--- src/rtl/camera_capture.sv ---
// Camera byte-stream capture: pairs bytes into RGB565 pixels, tags them with (x, y)
// and reports per-frame completion and geometry check against H_ACTIVE x V_ACTIVE.
module camera_capture #(
    parameter int H_ACTIVE = 640,
    parameter int V_ACTIVE = 480
) (
    input  logic        pixelClk,
    input  logic        reset,
    input  logic        captureEn,
    input  logic        vsync,
    input  logic        href,
    input  logic [7:0]  camData,
    output logic [9:0]  outX,
    output logic [8:0]  outY,
    output logic [15:0] pixelOut,
    output logic        writeEn,
    output logic        frameDone,
    output logic        frameOk,
    output logic [7:0]  frameCount
);

    localparam int XW = $clog2(H_ACTIVE + 1);
    localparam int YW = $clog2(V_ACTIVE + 1);
    localparam logic [XW-1:0] X_MAX = XW'(H_ACTIVE);
    localparam logic [YW-1:0] Y_MAX = YW'(V_ACTIVE);

    typedef enum logic [1:0] {IDLE, WAIT_VS, ACTIVE} state_t;

    state_t        state_q, state_d;
    logic          vsync_q, vsync_d;
    logic          href_q, href_d;
    logic          phase_q, phase_d;
    logic [7:0]    hi_q, hi_d;
    logic [XW-1:0] x_q, x_d;
    logic [YW-1:0] y_q, y_d;
    logic          line_over_q, line_over_d;
    logic          frame_bad_q, frame_bad_d;
    logic          frame_over_q, frame_over_d;
    logic [9:0]    out_x_q, out_x_d;
    logic [8:0]    out_y_q, out_y_d;
    logic [15:0]   pixel_q, pixel_d;
    logic          write_en_q, write_en_d;
    logic          frame_done_q, frame_done_d;
    logic          frame_ok_q, frame_ok_d;
    logic [7:0]    frame_count_q, frame_count_d;

    logic vs_fall, vs_rise, href_fall;

    assign vs_fall   = vsync_q & ~vsync;
    assign vs_rise   = ~vsync_q & vsync;
    assign href_fall = href_q & ~href;

    // x saturates at H_ACTIVE, so line_over remembers pixels beyond it; likewise
    // frame_over remembers lines beyond V_ACTIVE once y has saturated.
    always_comb begin
        state_d       = state_q;
        vsync_d       = vsync;
        href_d        = href;
        phase_d       = phase_q;
        hi_d          = hi_q;
        x_d           = x_q;
        y_d           = y_q;
        line_over_d   = line_over_q;
        frame_bad_d   = frame_bad_q;
        frame_over_d  = frame_over_q;
        out_x_d       = out_x_q;
        out_y_d       = out_y_q;
        pixel_d       = pixel_q;
        write_en_d    = 1'b0;
        frame_done_d  = 1'b0;
        frame_ok_d    = frame_ok_q;
        frame_count_d = frame_count_q;

        case (state_q)
            IDLE: begin
                if (captureEn) begin
                    state_d = WAIT_VS;
                end
            end
            WAIT_VS: begin
                if (!captureEn) begin
                    state_d = IDLE;
                end else if (vs_fall) begin
                    state_d      = ACTIVE;
                    x_d          = '0;
                    y_d          = '0;
                    phase_d      = 1'b0;
                    line_over_d  = 1'b0;
                    frame_bad_d  = 1'b0;
                    frame_over_d = 1'b0;
                end
            end
            ACTIVE: begin
                if (href && !vsync) begin
                    if (!phase_q) begin
                        hi_d    = camData;
                        phase_d = 1'b1;
                    end else begin
                        phase_d = 1'b0;
                        if (x_q != X_MAX) begin
                            x_d = x_q + 1'b1;
                            if (y_q != Y_MAX) begin
                                write_en_d = 1'b1;
                                out_x_d    = 10'(x_q);
                                out_y_d    = 9'(y_q);
                                pixel_d    = {hi_q, camData};
                            end
                        end else begin
                            line_over_d = 1'b1;
                        end
                    end
                end

                // End of line: a dangling high byte is dropped by clearing the phase.
                if (href_fall) begin
                    x_d         = '0;
                    phase_d     = 1'b0;
                    line_over_d = 1'b0;
                    if (x_q != '0) begin
                        if (y_q != Y_MAX) begin
                            y_d = y_q + 1'b1;
                        end else begin
                            frame_over_d = 1'b1;
                        end
                        if (x_q != X_MAX || line_over_q) begin
                            frame_bad_d = 1'b1;
                        end
                    end
                end

                if (vs_rise) begin
                    frame_done_d  = 1'b1;
                    frame_count_d = frame_count_q + 8'd1;
                    frame_ok_d    = !frame_bad_d && !frame_over_d && (y_d == Y_MAX);
                    state_d       = captureEn ? WAIT_VS : IDLE;
                end
            end
            default: begin
                state_d = IDLE;
            end
        endcase
    end

    always_ff @(posedge pixelClk) begin
        if (reset) begin
            state_q       <= IDLE;
            vsync_q       <= 1'b0;
            href_q        <= 1'b0;
            phase_q       <= 1'b0;
            hi_q          <= '0;
            x_q           <= '0;
            y_q           <= '0;
            line_over_q   <= 1'b0;
            frame_bad_q   <= 1'b0;
            frame_over_q  <= 1'b0;
            out_x_q       <= '0;
            out_y_q       <= '0;
            pixel_q       <= '0;
            write_en_q    <= 1'b0;
            frame_done_q  <= 1'b0;
            frame_ok_q    <= 1'b0;
            frame_count_q <= '0;
        end else begin
            state_q       <= state_d;
            vsync_q       <= vsync_d;
            href_q        <= href_d;
            phase_q       <= phase_d;
            hi_q          <= hi_d;
            x_q           <= x_d;
            y_q           <= y_d;
            line_over_q   <= line_over_d;
            frame_bad_q   <= frame_bad_d;
            frame_over_q  <= frame_over_d;
            out_x_q       <= out_x_d;
            out_y_q       <= out_y_d;
            pixel_q       <= pixel_d;
            write_en_q    <= write_en_d;
            frame_done_q  <= frame_done_d;
            frame_ok_q    <= frame_ok_d;
            frame_count_q <= frame_count_d;
        end
    end

    assign outX       = out_x_q;
    assign outY       = out_y_q;
    assign pixelOut   = pixel_q;
    assign writeEn    = write_en_q;
    assign frameDone  = frame_done_q;
    assign frameOk    = frame_ok_q;
    assign frameCount = frame_count_q;

endmodule

--- config.mk ---
export PLATFORM = sky130hd
export DESIGN_NAME = camera_capture
export DESIGN_NICKNAME = d
export VERILOG_FILES = /design/src/rtl/camera_capture.sv
export SDC_FILE = /design/constraint.sdc
export NUM_CORES = 1
export LEC_CHECK = 0
export CAP_MARGIN = 40
export CORE_ASPECT_RATIO = 1.75
export CORE_MARGIN = 2
export CORE_UTILIZATION = 40
export DETAILED_ROUTE_END_ITERATION = 6
export PLACE_DENSITY = 0.61
export SLEW_MARGIN = 30
export SYNTH_ARGS = -nofsm -noshare
export SYNTH_HDL_FRONTEND = slang
export SYNTH_SLANG_ARGS = --single-unit
--- constraint.sdc ---
create_clock -name pixelClk -period 2.5 [get_ports pixelClk]
set_clock_uncertainty 0.1 [all_clocks]
set_input_delay 0.5 -clock pixelClk [delete_from_list [all_inputs] [get_ports pixelClk]]
set_output_delay 0.5 -clock pixelClk [all_outputs]
set_load 0.01 [all_outputs]
**Word level (Yosys, flattened, before mapping)**

Cells that the tools add are included.

- Output and inout port bits: 46
- Input port bits: 13
- Bits in registers: 81

- Reductions and logical operators: 20
- Multiplexer cells: 43
- Add/sub/neg operators: 3
- Eq/ne operators: 14
- Bitwise logic cells: 10

Operators with widths:

| kind | number |
|---|---|
| 10-bit two-way mux | 6 |
| 9-bit two-way mux | 6 |
| 1-bit two-way mux | 20 |
| 10-bit one-hot mux with 2 select lines | 1 |
| 9-bit one-hot mux with 2 select lines | 1 |
| 3-bit != test, second input constant | 5 |
| 6-bit AND reduction | 2 |
| 10-bit by 1-bit adder with 10-bit output, second input constant | 1 |
| 10-bit != test, second input constant | 1 |
| 10-bit nonzero test | 1 |
| 9-bit by 1-bit adder with 9-bit output, second input constant | 1 |
| 9-bit == test, second input constant | 1 |
| 9-bit != test, second input constant | 1 |
| 3-bit AND reduction | 3 |
| 8-bit by 1-bit adder with 8-bit output, second input constant | 1 |
| 2-bit two-way mux | 4 |
| 2-bit != test, second input constant | 4 |
| 1-bit one-hot mux with 2 select lines | 4 |
| 1-bit NOT | 7 |
| 2-bit one-hot mux with 3 select lines | 1 |
| 5-bit AND reduction | 1 |
| 5-bit OR reduction | 1 |
| 4-bit AND reduction | 1 |
| 1-bit bitwise AND | 3 |
| 9 further kinds | 13 |

**Depth between registers and ports, before layout**

Gate-level depths: netlist of the first run.

- Word-level depth: 9
- Gate-level depth with buffers: 10
- Mapped depth without buffers: 7

**Worst setup path after synthesis of the first run**

OpenSTA, ideal clock, no wires.

- Path type: register to register
- From: reg x_q[0]
- To: reg x_q[1]
- Arrival time: 1.929 ns
- Setup time: 0.065 ns
- Cell stages (with the launch flop): 9
- Path buffers: 1
- Path slack: 0.406 ns
- Period minus slack after synthesis: 2.094 ns
- Cells stage by stage: dfxtp_1 > inv_1 > ha_1 > nor4b_2 > a41oi_1 > o2bb2ai_4 > buf_6 > mux2_1 > nor2_1

- Cells in the longest elaborated chain, start to end: 6
- Elaborated cells on any way between the ends: 9
- Those cells by class: add/sub: 1; eq/ne: 2; mux: 5; reduce/logical: 1

RTL lines:

| what | RTL line | RTL |
|---|---|---|
| start: declaration | 34 | `logic [XW-1:0] x_q, x_d;` |
| start signal: assignment | 151 | `x_q <= '0;` |
| start signal: assignment | 169 | `x_q <= x_d;` |
| 10-bit by 1-bit adder with 10-bit output | 101 | `x_d = x_q + 1'b1;` |
| 10-bit two-way mux | 100 | `if (x_q != X_MAX) begin` |
| 10-bit two-way mux | 95 | `if (!phase_q) begin` |
| 10-bit two-way mux | 94 | `if (href && !vsync) begin` |
| 10-bit two-way mux | 115 | `if (href_fall) begin` |
| 10-bit one-hot mux with 2 select lines | 74 | `case (state_q)` |

Parallel ways exist; a longest one is shown, timed or not. The select of a mux whose other input is x is not followed.
A chain may end at the register's enable or synchronous reset.

**Worst setup path after layout of the first run**

- From: reg x_q[1]
- To: reg x_q[1]

The elaborated chain is that of the path after synthesis.

==> run summary, run 1 <==
Status -> finished, final reports clean
Total power -> 2.57 mW
Final min period -> 2.23 ns
Pin count of the biggest net entering global routing -> 53
Hold path start -> reset
Diode count -> 0
#FFs+latches synth -> 81
Synth Flop Type -> dfxtp_1
DIE AREA -> 9760 um^2
Crit path kind -> register to register
MaxCap Viol Count -> 0
Via count -> 2,886
Slew @ Worst Pin -> 0.621 ns
P&R area growth vs syn -> 28.2%
Die Span Y -> 129 um
Final setup violation count -> 0
Hold_buf cts -> 0
DP Cell Count -> 549
Routability congestion estimate -> 0.902
EDFF count, synth -> 0
Synthesized area per cell -> 9.45 um^2
Post-route insts no fill -> 565
Tot GR Track Use -> 18.4%
CP arrival -> 2.41 ns
Max clock buf depth -> 2
Post-cts resize count -> 0
Post-route ant nets -> 0
Rows -> 45
CP endpoint kind -> register
Final Instance Area -> 4590 um^2
WP data required -> 2.68 ns
Initial antenna violation count -> 0
Detail Placement HPWL -> 5960 um
Layout Nets -> 461
Worst r2r src -> x_q[1]
Global-route wire length before repair -> 13,400 um
Min-Delay Path Class -> primary input to register
Rel. slew slack -> 58.5%
Hold Fails Final Rpt -> 0
Synth top area share -> 45.3%
Placed Area -> 4310 um^2
Cell taking the most area after synthesis -> dfxtp_1
Crit path from -> x_q[1]
Highest net fanout along the worst path -> 7
Vias in the first global route -> 2,842
Synthesized net count -> 397
Final Core Density -> 52.9%
Inserted Clock Buffers -> 9
Syn. warnings -> 0
Clk root buf -> clkbuf_16
Reg clk slew, reported paths -> 0.06 ns
Routed vias/inst -> 5.11
Die X -> 75.5 um
VDD IR max -> 0.000338 V
FFs w/ async S/R, synth -> 0%
Mapped cell area -> 3580 um^2
Hold slack final -> 0.324 ns
GR Overflow Total -> 0
Wirelength per Cell -> 14.5 um
Initial Util -> 41.3%
1st-iter DRT viols -> 147
Syn Inst Count -> 379
Max Slew Vio Count -> 0
RSZ-0062 raised after global routing -> no
Routed wire length -> 8210 um
Clk_lat worst skew -> 0.34 ns
DRT Pass-1 Iters -> 4
Share of layout cells above drive strength 1 -> 10.5%
Seq/Total Area, Yosys -> 45.3%
Drt drc -> 0
CTS tree -> done
Largest cells by area after synthesis -> dfxtp_1, mux2i_1, nor2_1, a21oi_1, buf_12
Port buffer count -> 58
CTS Sinks -> 81
H-tree levels -> 3
Crit path launch type -> register
Most common cell in the netlist -> dfxtp_1
Pwr/cell area -> 561 nW/um^2
Setup Fix Bufs, Post-CTS -> 0
LEAKAGE -> 1.54 nW
Ports -> 59
FMAX -> 448 MHz
Netlist cell types -> 52
Core Box Area -> 8670 um^2
Top cells by count, synth -> dfxtp_1, nor2_1, mux2i_1
Period utilization -> 89.3%
==> power by group <==
group	internal [mW]	total [mW]	switching [mW]
Clock	0.725	1.21	0.487
Combinational	0.0282	0.0651	0.0369
Sequential	1.29	1.30	0.00268
Total	2.05	2.57	0.526
==> worst paths after layout <==
check                               endpoint  slack [ns]  cells past startpoint
worst max-delay path                  x_q[1]        0.27                      7
worst min register to register  frame_over_q        0.38                      2
worst min-delay path               frameDone        0.32                      2
worst max register to register        x_q[1]        0.27                      7
==> cell usage in the layout, fill, tap and decap left out, drive strengths merged, types with 5 or more instances in the layout <==
cell type,count
inv,9
clkdlybuf4s50,57
and3,5
nand2,12
nor2,63
nor3,6
o21ai,15
clkbuf,14
mux2i,46
nand4,7
dfxtp,81
ha,5
buf,21
xor2,6
a21oi,21
nand3,12
or3,9
==> flip-flops by register name, summed over array words and instances (netlist names) <==
signal        cells
frameCount        8
y_q               9
line_over_q       1
vsync_q           1
outX             10
frame_bad_q       1
writeEn           1
frameOk           1
phase_q           1
frameDone         1
href_q            1
state_q           2
frame_over_q      1
pixelOut         16
hi_q              8
x_q              10
outY              9
==> worst max-delay path, stage by stage (launching register included) <==
cell,delay (ns)
dfxtp_1,0.31
inv_1,0.06
ha_1,0.13
nor4b_2,0.51
a41oi_1,0.31
o2bb2ai_4,0.32
mux2_1,0.34
nor2_1,0.08
==> routing by layer <==
| layer | vias to the layer above | routed length (um) | track usage, % |
|---|---|---|---|
| met5 | - | 0 | 0 |
| met4 | 0 | 316 | 11.6 |
| met3 | 20 | 204 | 2.64 |
| met2 | 43 | 4370 | 31.6 |
| met1 | 1360 | 3320 | 20.4 |
| li1 | 1463 | - | - |
==> cell families (layout without fill, tap and decap cells) <==
group / Yosys count / in the layout / synth area share, %
buffers and inverters: 34 / 103 / 6.04
DFF: 81 / 81 / 45.3
adders and majority gates: 5 / 5 / 1.75
muxes: 48 / 48 / 13.5
and+or+nand+nor: 143 / 143 / 20.3
xor gates and xnor gates: 8 / 8 / 1.96
AOI/OAI and AO/OA: 60 / 60 / 11.2
==> metrics by stage <==
stage          TNS [ns]  setup WS, ns
2_1_floorplan         0         0.406
3_3_place_gp          0       0.00173
3_5_place_dp   -0.00382      -0.00382
4_1_cts               0         0.212
5_1_grt               0         0.115
6_report              0         0.268
==> layout make-up <==
| type | instances | area, um^2 |
|---|---|---|
| Multi-Input combinational cell | 264 | 1750 |
| Tap cell | 117 | 146 |
| Timing Repair Buffer | 78 | 763 |
| Sequential cell | 81 | 1620 |
| Fill cell | 850 | 4080 |
| Clock buffer | 14 | 264 |
| Clock inverter | 2 | 12.5 |
| Inverter | 9 | 33.8 |
(Power assumes the default switching activity.)
==> inputs of run 2 (changes only) <==
--- a/config.mk
+++ b/config.mk
@@ -5,7 +5,6 @@
 export SDC_FILE = /design/constraint.sdc
 export NUM_CORES = 1
 export LEC_CHECK = 0
-export CAP_MARGIN = 40
 export CORE_ASPECT_RATIO = 1.75
 export CORE_MARGIN = 2
 export CORE_UTILIZATION = 40
==> results of run 2 <==
No change in the layout: final DEF, timing and power equal those of run 1.
